[config.mk]
export PLATFORM = sky130hd
export DESIGN_NAME = mux4_1_rr_flat
export DESIGN_NICKNAME = d
export VERILOG_FILES = /design/src/rtl/mux4_1_rr_pkg.sv /design/src/rtl/mux4_1_rr_if.sv /design/src/rtl/mux4_1_rr_arb.sv /design/src/rtl/mux4_1_rr.sv /design/src/flat_wrapper.sv
export SDC_FILE = /design/constraint.sdc
export NUM_CORES = 1
export LEC_CHECK = 0
export ABC_CLOCK_PERIOD_IN_PS = 3630
export CORE_MARGIN = 2
export CORE_UTILIZATION = 59
export DETAILED_ROUTE_END_ITERATION = 16
export DONT_BUFFER_PORTS = 1
export PLACE_DENSITY = 0.86
export REMOVE_ABC_BUFFERS = 1
export SLEW_MARGIN = 10
export SYNTH_ARGS = -nofsm -noshare
export SYNTH_HDL_FRONTEND = slang
export SYNTH_SLANG_ARGS = --single-unit
[constraint.sdc]
create_clock -name clk -period 3.63 [get_ports clk]
set_clock_uncertainty 0.05 [all_clocks]
set_input_delay 0.726 -clock clk [delete_from_list [all_inputs] [get_ports clk]]
set_output_delay 0.726 -clock clk [all_outputs]
set_load 0.02 [all_outputs]
[src/rtl/mux4_1_rr_pkg.sv]
// Shared definitions for the mux/demux channel family: channel count, select type,
// output-stage states and the wrap-around select increment.
package mux_demux_pkg;
    localparam int N_CH  = 4;
    localparam int SEL_W = 2;

    typedef logic [SEL_W-1:0] sel_t;

    typedef enum logic {
        EMPTY = 1'b0,
        FULL  = 1'b1
    } stage_t;

    // Width of sel_t makes the increment wrap 3 -> 0 for free.
    function automatic sel_t sel_inc(input sel_t s);
        return s + sel_t'(1);
    endfunction
endpackage

[src/rtl/mux4_1_rr_if.sv]
// Channel bundle of the 4-to-1 collector: four valid/accept sources, one valid/ready sink.
interface mux4_1_rr_if #(
    parameter int W = 8
);
    logic         e;
    logic [W-1:0] d0, d1, d2, d3;
    logic         v0, v1, v2, v3;
    logic         r0, r1, r2, r3;
    logic [W-1:0] y;
    logic         a, b;
    logic         y_valid;
    logic         y_ready;

    modport master (
        output e, d0, d1, d2, d3, v0, v1, v2, v3, y_ready,
        input  r0, r1, r2, r3, y, a, b, y_valid
    );

    modport slave (
        input  e, d0, d1, d2, d3, v0, v1, v2, v3, y_ready,
        output r0, r1, r2, r3, y, a, b, y_valid
    );
endinterface

[src/rtl/mux4_1_rr_arb.sv]
// Combinational 4-way round-robin arbiter: first requester found scanning from ptr upward,
// wrapping 3 -> 0.
module rr_arb4
    import mux_demux_pkg::*;
(
    input  logic [N_CH-1:0] req,
    input  sel_t            ptr,
    output logic [N_CH-1:0] gnt,
    output sel_t            gidx,
    output logic            any
);
    logic found;
    sel_t cand;

    always_comb begin
        gnt   = '0;
        gidx  = ptr;
        found = 1'b0;
        cand  = ptr;
        for (int k = 0; k < N_CH; k++) begin
            cand = ptr + sel_t'(k);
            if (!found && req[cand]) begin
                gnt[cand] = 1'b1;
                gidx      = cand;
                found     = 1'b1;
            end
        end
    end

    assign any = |req;
endmodule

[src/rtl/mux4_1_rr.sv]
// 4-to-1 round-robin collector into a single-entry output stage tagged with the
// source channel index {a,b}.
module mux4_1_rr
    import mux_demux_pkg::*;
#(
    parameter int W = 8
) (
    input  logic         clk,
    input  logic         rst_n,
    mux4_1_rr_if.slave   bus
);
    logic [N_CH-1:0][W-1:0] d_arr;
    logic [N_CH-1:0]        req;
    logic [N_CH-1:0]        gnt;
    logic [N_CH-1:0]        r;
    sel_t                   gidx;
    logic                   any;
    logic                   space;
    logic                   accept;

    stage_t                 state_q, state_d;
    sel_t                   ptr_q;
    sel_t                   idx_q;
    logic [W-1:0]           y_q;

    assign d_arr = {bus.d3, bus.d2, bus.d1, bus.d0};
    assign req   = {bus.v3, bus.v2, bus.v1, bus.v0};

    rr_arb4 u_arb (
        .req  (req),
        .ptr  (ptr_q),
        .gnt  (gnt),
        .gidx (gidx),
        .any  (any)
    );

    // rst_n gates accept so no source sees a strobe while reset is held.
    assign space  = (state_q == EMPTY) | bus.y_ready;
    assign accept = rst_n & bus.e & space & any;
    assign r      = accept ? gnt : '0;

    always_comb begin
        state_d = state_q;
        if (accept)
            state_d = FULL;
        else if (state_q == FULL && bus.y_ready)
            state_d = EMPTY;
    end

    always_ff @(posedge clk or negedge rst_n) begin
        if (!rst_n) begin
            state_q <= EMPTY;
            ptr_q   <= '0;
            idx_q   <= '0;
            y_q     <= '0;
        end else begin
            state_q <= state_d;
            if (accept) begin
                y_q   <= d_arr[gidx];
                idx_q <= gidx;
                ptr_q <= sel_inc(gidx);
            end
        end
    end

    assign bus.r0      = r[0];
    assign bus.r1      = r[1];
    assign bus.r2      = r[2];
    assign bus.r3      = r[3];
    assign bus.y       = y_q;
    assign bus.a       = idx_q[1];
    assign bus.b       = idx_q[0];
    assign bus.y_valid = (state_q == FULL);
endmodule

[src/flat_wrapper.sv]
// flat-port wrapper written by rule: the top's interface ports become plain ports
module mux4_1_rr_flat import mux_demux_pkg::*;
#(
    parameter int W = 8
)
  (clk, rst_n, bus_e, bus_d0, bus_d1, bus_d2, bus_d3, bus_v0, bus_v1, bus_v2, bus_v3, bus_y_ready, bus_r0, bus_r1, bus_r2, bus_r3, bus_y, bus_a, bus_b, bus_y_valid);
  mux4_1_rr_if #(.W(W)) bus_i ();
  input  logic clk;
  input  logic rst_n;
  input wire logic [$bits(bus_i.e)-1:0] bus_e;
  input wire logic [$bits(bus_i.d0)-1:0] bus_d0;
  input wire logic [$bits(bus_i.d1)-1:0] bus_d1;
  input wire logic [$bits(bus_i.d2)-1:0] bus_d2;
  input wire logic [$bits(bus_i.d3)-1:0] bus_d3;
  input wire logic [$bits(bus_i.v0)-1:0] bus_v0;
  input wire logic [$bits(bus_i.v1)-1:0] bus_v1;
  input wire logic [$bits(bus_i.v2)-1:0] bus_v2;
  input wire logic [$bits(bus_i.v3)-1:0] bus_v3;
  input wire logic [$bits(bus_i.y_ready)-1:0] bus_y_ready;
  output wire logic [$bits(bus_i.r0)-1:0] bus_r0;
  output wire logic [$bits(bus_i.r1)-1:0] bus_r1;
  output wire logic [$bits(bus_i.r2)-1:0] bus_r2;
  output wire logic [$bits(bus_i.r3)-1:0] bus_r3;
  output wire logic [$bits(bus_i.y)-1:0] bus_y;
  output wire logic [$bits(bus_i.a)-1:0] bus_a;
  output wire logic [$bits(bus_i.b)-1:0] bus_b;
  output wire logic [$bits(bus_i.y_valid)-1:0] bus_y_valid;
  assign bus_i.e = bus_e;
  assign bus_i.d0 = bus_d0;
  assign bus_i.d1 = bus_d1;
  assign bus_i.d2 = bus_d2;
  assign bus_i.d3 = bus_d3;
  assign bus_i.v0 = bus_v0;
  assign bus_i.v1 = bus_v1;
  assign bus_i.v2 = bus_v2;
  assign bus_i.v3 = bus_v3;
  assign bus_i.y_ready = bus_y_ready;
  assign bus_r0 = bus_i.r0;
  assign bus_r1 = bus_i.r1;
  assign bus_r2 = bus_i.r2;
  assign bus_r3 = bus_i.r3;
  assign bus_y = bus_i.y;
  assign bus_a = bus_i.a;
  assign bus_b = bus_i.b;
  assign bus_y_valid = bus_i.y_valid;
  mux4_1_rr #(.W(W)) u_core (.clk(clk), .rst_n(rst_n), .bus(bus_i));
endmodule
Yosys cells after proc, flatten, opt, wreduce, memory -nomap -nowiden
Cells that the tools add are included.
Word-level totals
  logic and storage cells: 69
  memories kept: 0
  output and inout port bits: 15
  latch bits: 0
  RAM bits: 0
  ROM bits: 0
  register bits after elaboration: 13
  bits of input ports: 40
Operators by class
  shift operators: 0
  reductions and logical operators: 13
  bitwise operators: 8
  eq/ne operators: 0
  multiply operators: 0
  $add $sub $neg: 4
  order comparisons: 9
  muxes and demuxes: 31
  divide/modulo/power cells: 0
Operators by type and width (number)
  4-bit two-way mux: 5
  8-bit binary-select mux with 2-bit select: 1
  2-bit by 3-bit less-than comparator with 1-bit output (second input constant): 5
  1-bit two-way mux: 13
  4-bit OR: 3
  1-bit binary-select mux with 2-bit select: 4
  1-bit demux with 2-bit select: 4
  2-bit by 1-bit >= comparator with 1-bit output (second input constant): 4
  1-bit logical AND: 8
  8-bit two-way mux: 1
  2-bit two-way mux: 3
  2-bit by 1-bit adder with 2-bit output (second input constant): 2
  2-bit adder (second input constant): 2
  4-bit OR reduction: 1
  1-bit bitwise AND: 3
  1-bit zero test: 3
  2-bit nonzero test: 1
  1-bit inverter: 1
  1-bit OR: 1

Longest topological paths before layout
  word-level depth: 14
  depth in mapped cells: 13
  mapped depth without buffers: 8

Hierarchy
Synthesis repeated with hierarchy kept, for this count alone.
Second synthesis, totals
  cells, all modules: 96
  area total of the unflattened synthesis: 1166.1 um^2
Modules (own cells, without submodules)
  mux4_1_rr: instances 1, area each 733.2 um^2, cells each 47
  rr_arb4: instances 1, area each 432.9 um^2, cells each 49

Worst setup path after synthesis
OpenSTA, ideal clock, no wires.
  kind: register to output
  start point: register u_core.ptr_q[0]
  end point: output port bus_r0
  data arrival time: 3.056 ns
  slack: -0.202 ns
  required time: 2.854 ns
  cell stages (with the launch flop): 14
  cell sequence: dfrtp_1 -> buf_6 -> clkbuf_1 -> clkbuf_1 -> inv_1 -> ha_1 -> mux4_2 -> buf_2 -> buf_2 -> clkbuf_1 -> a22oi_1 -> nor2_1 -> a221oi_1 -> nor2_1
On the way
  longest elaborated chain between the ends: 13
RTL lines
  start, declared: RTL line mux4_1_rr.sv:22  | sel_t ptr_q;
  start signal, assigned: RTL line mux4_1_rr.sv:61  | ptr_q <= sel_inc(gidx);
  branches (longest 11 deep; another with 2-bit by 3-bit less-than comparator with 1-bit output)
  4-bit two-way mux (*): RTL line mux4_1_rr_arb.sv:22  | if (!found && req[cand]) begin
  4-bit two-way mux (*): RTL line mux4_1_rr.sv:40  | assign r = accept ? gnt : '0;
  end, declared: RTL line flat_wrapper.sv:20  | output wire logic [$bits(bus_i.r0)-1:0] bus_r0;
Mark *: on every way between the ends. The select of a mux whose other input is x is not followed.

Final worst setup path
  start point: register u_core.ptr_q[1]
  end point: output port bus_r1
On the way
  longest elaborated chain between the ends: 13
RTL lines
  branches (longest 11 deep; another with 2-bit by 3-bit less-than comparator with 1-bit output)
  4-bit two-way mux (*): RTL line mux4_1_rr_arb.sv:22
  4-bit two-way mux (*): RTL line mux4_1_rr.sv:40
  end, declared: RTL line flat_wrapper.sv:21  | output wire logic [$bits(bus_i.r1)-1:0] bus_r1;
Marked as above.

==> impl_metrics.env <==
export IMPL_io_pins=55
export IMPL_critPathRequiredTime_ps=2850
export IMPL_antenna_cells=0
export IMPL_fmax_mhz=299
export IMPL_critPathCaptureType="output pin"
export IMPL_final_cell_mix="nor3b_1, nand2_1, nand2b_1"
export IMPL_numCtsBuffers=3
export IMPL_cp_arrival_ps=2570
export IMPL_start_kind="register"
export IMPL_combPwrFrac_pct=78.3
export IMPL_drive_above_1_share_pct=10.8
export IMPL_path_cells="inv_1 -> ha_1 -> mux4_2 -> nor2b_1 -> a22oi_1 -> nor2_1 -> a221oi_1 -> nor2_1 -> buf_4"
export IMPL_cts_resized_gates=0
export IMPL_die_h_um=66.3
export IMPL_worstSkewPairLatency_ps=250
export IMPL_cts_tree="yes"
export IMPL_critical_path_class="reg -> out"
export IMPL_hpwl_um=3560
export IMPL_die_width_um=66.3
export IMPL_slew_headroom_pct=64.5
export IMPL_ir_worst_vdd_mv=0.410
export IMPL_cp_slowest_cell="dfrtp_1"
export IMPL_yosys_cell_types_count=34
export IMPL_grt_pass1_wl_um=8280
export IMPL_grt_ovfl_total=0
export IMPL_layout_commonest_cell="nor3b_1"
export IMPL_via_per_inst=6.42
export IMPL_h_tree_depth=1
export IMPL_via_count=2088
export IMPL_ctsRootBufferMaster="clkbuf_8"
export IMPL_seq_area_frac_synth_pct=14.2
export IMPL_initial_core_util_pct=62.0
export IMPL_core_area_um2=3690
export IMPL_routed_wl_um=5030
export IMPL_crit_top_cell="nor2_1"
export IMPL_grt_pass1_vias=1939
export IMPL_gp_congestion=0.885
export IMPL_grt_util_all_layers_pct=23.7
export IMPL_rr_startpoint="u_core.ptr_q[1]"
export IMPL_syn_mean_instance_area_um2=7.81
export IMPL_r2r_cells=9
export IMPL_rows=22
export IMPL_reg2reg_slack_ps=650
export IMPL_yosys_area_top_type_share_pct=15.8
export IMPL_postCtsSetupRepairBufs=0
export IMPL_crit_buf_inv=2
export IMPL_period_minus_slack_ps=3350
export IMPL_rsz0062_at_grt="false"
export IMPL_finalHoldViolCount=0
export IMPL_yosys_area_top_type="nor3b_1"
export IMPL_setup_viol=0
export IMPL_die_area_um2=4390
export IMPL_hp_class="in -> async"
export IMPL_cts_buffer_depth=2
export IMPL_drtIter0Drc=150
export IMPL_portBuffers=0
export IMPL_areaGrowthSynthToFinish_pct=0.766
export IMPL_power_internal_uw=1120
export IMPL_status="finished clean"
export IMPL_path_max_fanout=10
export IMPL_clock_sinks=13
export IMPL_synth_cells=293
export IMPL_rr_endpoint="u_core.bus.y[6]"
export IMPL_final_cell_area_um2=2300
export IMPL_cts_hold_buf=0
export IMPL_grt_max_degree=69
export IMPL_ant_nets=0
export IMPL_powerDensity_nw_per_um2=1000
export IMPL_antenna_found_initial=0
export IMPL_first_pass_iters=4
export IMPL_ys_warn_count=0
export IMPL_seq_power_share_pct=15.7
export IMPL_post_place_ws_ps=577
export IMPL_final_fill_count=333
export IMPL_syn_area_um2=2290
export IMPL_drc=0
export IMPL_nets=326
export IMPL_period_share_pct=92.2
export IMPL_swShare_pct=51.4
export IMPL_cp_top_family="flip-flops"
export IMPL_power_leakage_uw=0.000810
export IMPL_switching_power_uw=1180
export IMPL_clkPwrFrac_pct=6.1
export IMPL_slew_violations=0
export IMPL_worst_pin_slew_ps=533
export IMPL_cpPeakStageDelay_ps=530
export IMPL_synthTopCellsByArea="nor3b_1, dfrtp_1, a211oi_1"
export IMPL_ys_ff_latch=13
export IMPL_path_clk_slew_ps=70
export IMPL_postPlaceCellArea_um2=2260
export IMPL_worst_slack_ps=283
export IMPL_drv_cap=0
export IMPL_avgRoutedWirePerCell_um=15.5
## metal layers
metal,up-vias,GRT usage (%),wire [µm]
li1,1038,-,-
met1,967,25.9,2140
met2,75,44.6,2440
met3,8,5.79,395
met4,0,6.63,53
met5,-,0,0
## cell type report
type	count	area, µm²	share of cell area [%]
multi-input cells	248	1790	77.9
well taps	48	60.1	2.61
flip-flops and latches	13	327	14.2
clock buffers	4	45.0	1.95
inverters	3	11.3	0.489
repair buffers	9	67.6	2.93
## flip-flops by register name, summed over array words and instances (netlist names)
register and count:
u_core.bus.y 8, u_core.idx_q 2, u_core.ptr_q 2, u_core.bus.y_valid 1
## synthesized netlist by cell type, drive strengths merged
| cell | n |
|---|---|
| a211oi | 32 |
| a21boi | 16 |
| a21oi | 2 |
| a221oi | 4 |
| a22o | 1 |
| a22oi | 4 |
| and4 | 1 |
| buf | 11 |
| clkbuf | 18 |
| dfrtp | 13 |
| ha | 8 |
| inv | 3 |
| mux2 | 9 |
| mux2i | 9 |
| mux4 | 4 |
| nand2 | 37 |
| nand2b | 34 |
| nand4 | 1 |
| nor2 | 9 |
| nor2b | 2 |
| nor3 | 17 |
| nor3b | 48 |
| o21ai | 4 |
| o21bai | 1 |
| o31ai | 1 |
| or4 | 1 |
| xnor2 | 3 |
## power by group through the flow
stage	Clock [µW]	Sequential (µW)	Combinational (µW)
after floorplan	0	401	1410
after global placement	0	362	1750
after detailed placement	0	364	1800
after CTS	142	362	1800
after global routing	145	372	2000
final	140	361	1800
## worst max-delay path by stage
stage	slack [ps]	cells past startpoint	end	start
floorplan	-690	8	bus_r0	u_core.ptr_q[0]
global placement	660	6	bus_r2	bus_v1
detailed placement	580	9	bus_r1	u_core.ptr_q[1]
CTS	280	9	bus_r1	u_core.ptr_q[1]
global route	40	9	bus_r1	u_core.ptr_q[1]
finish	280	9	bus_r1	u_core.ptr_q[1]
## kinds of logic after synthesis
logic type	share of synthesized area, %
xor+xnor	1.15
simple gates	38.7
compound gates	21.9
flops	14.2
buf+inv	7.33
fa+ha+maj	4.38
mux	12.3
## per-stage QoR
stage | TNS [ps] | total power (µW) | hold slack (ps) | utilization (%) | std cells
6_report | 0 | 2300 | 109 | 62.5 | 325
3_3_place_gp | 0 | 2110 | 381 | 61.3 | 321
4_1_cts | 0 | 2310 | 104 | 62.5 | 325
3_5_place_dp | 0 | 2160 | 381 | 61.3 | 321
2_1_floorplan | -7240 | 1810 | 380 | - | 264
5_1_grt | 0 | 2510 | 101 | 62.5 | 325
Note: power is estimated with default switching activity, not from simulation.
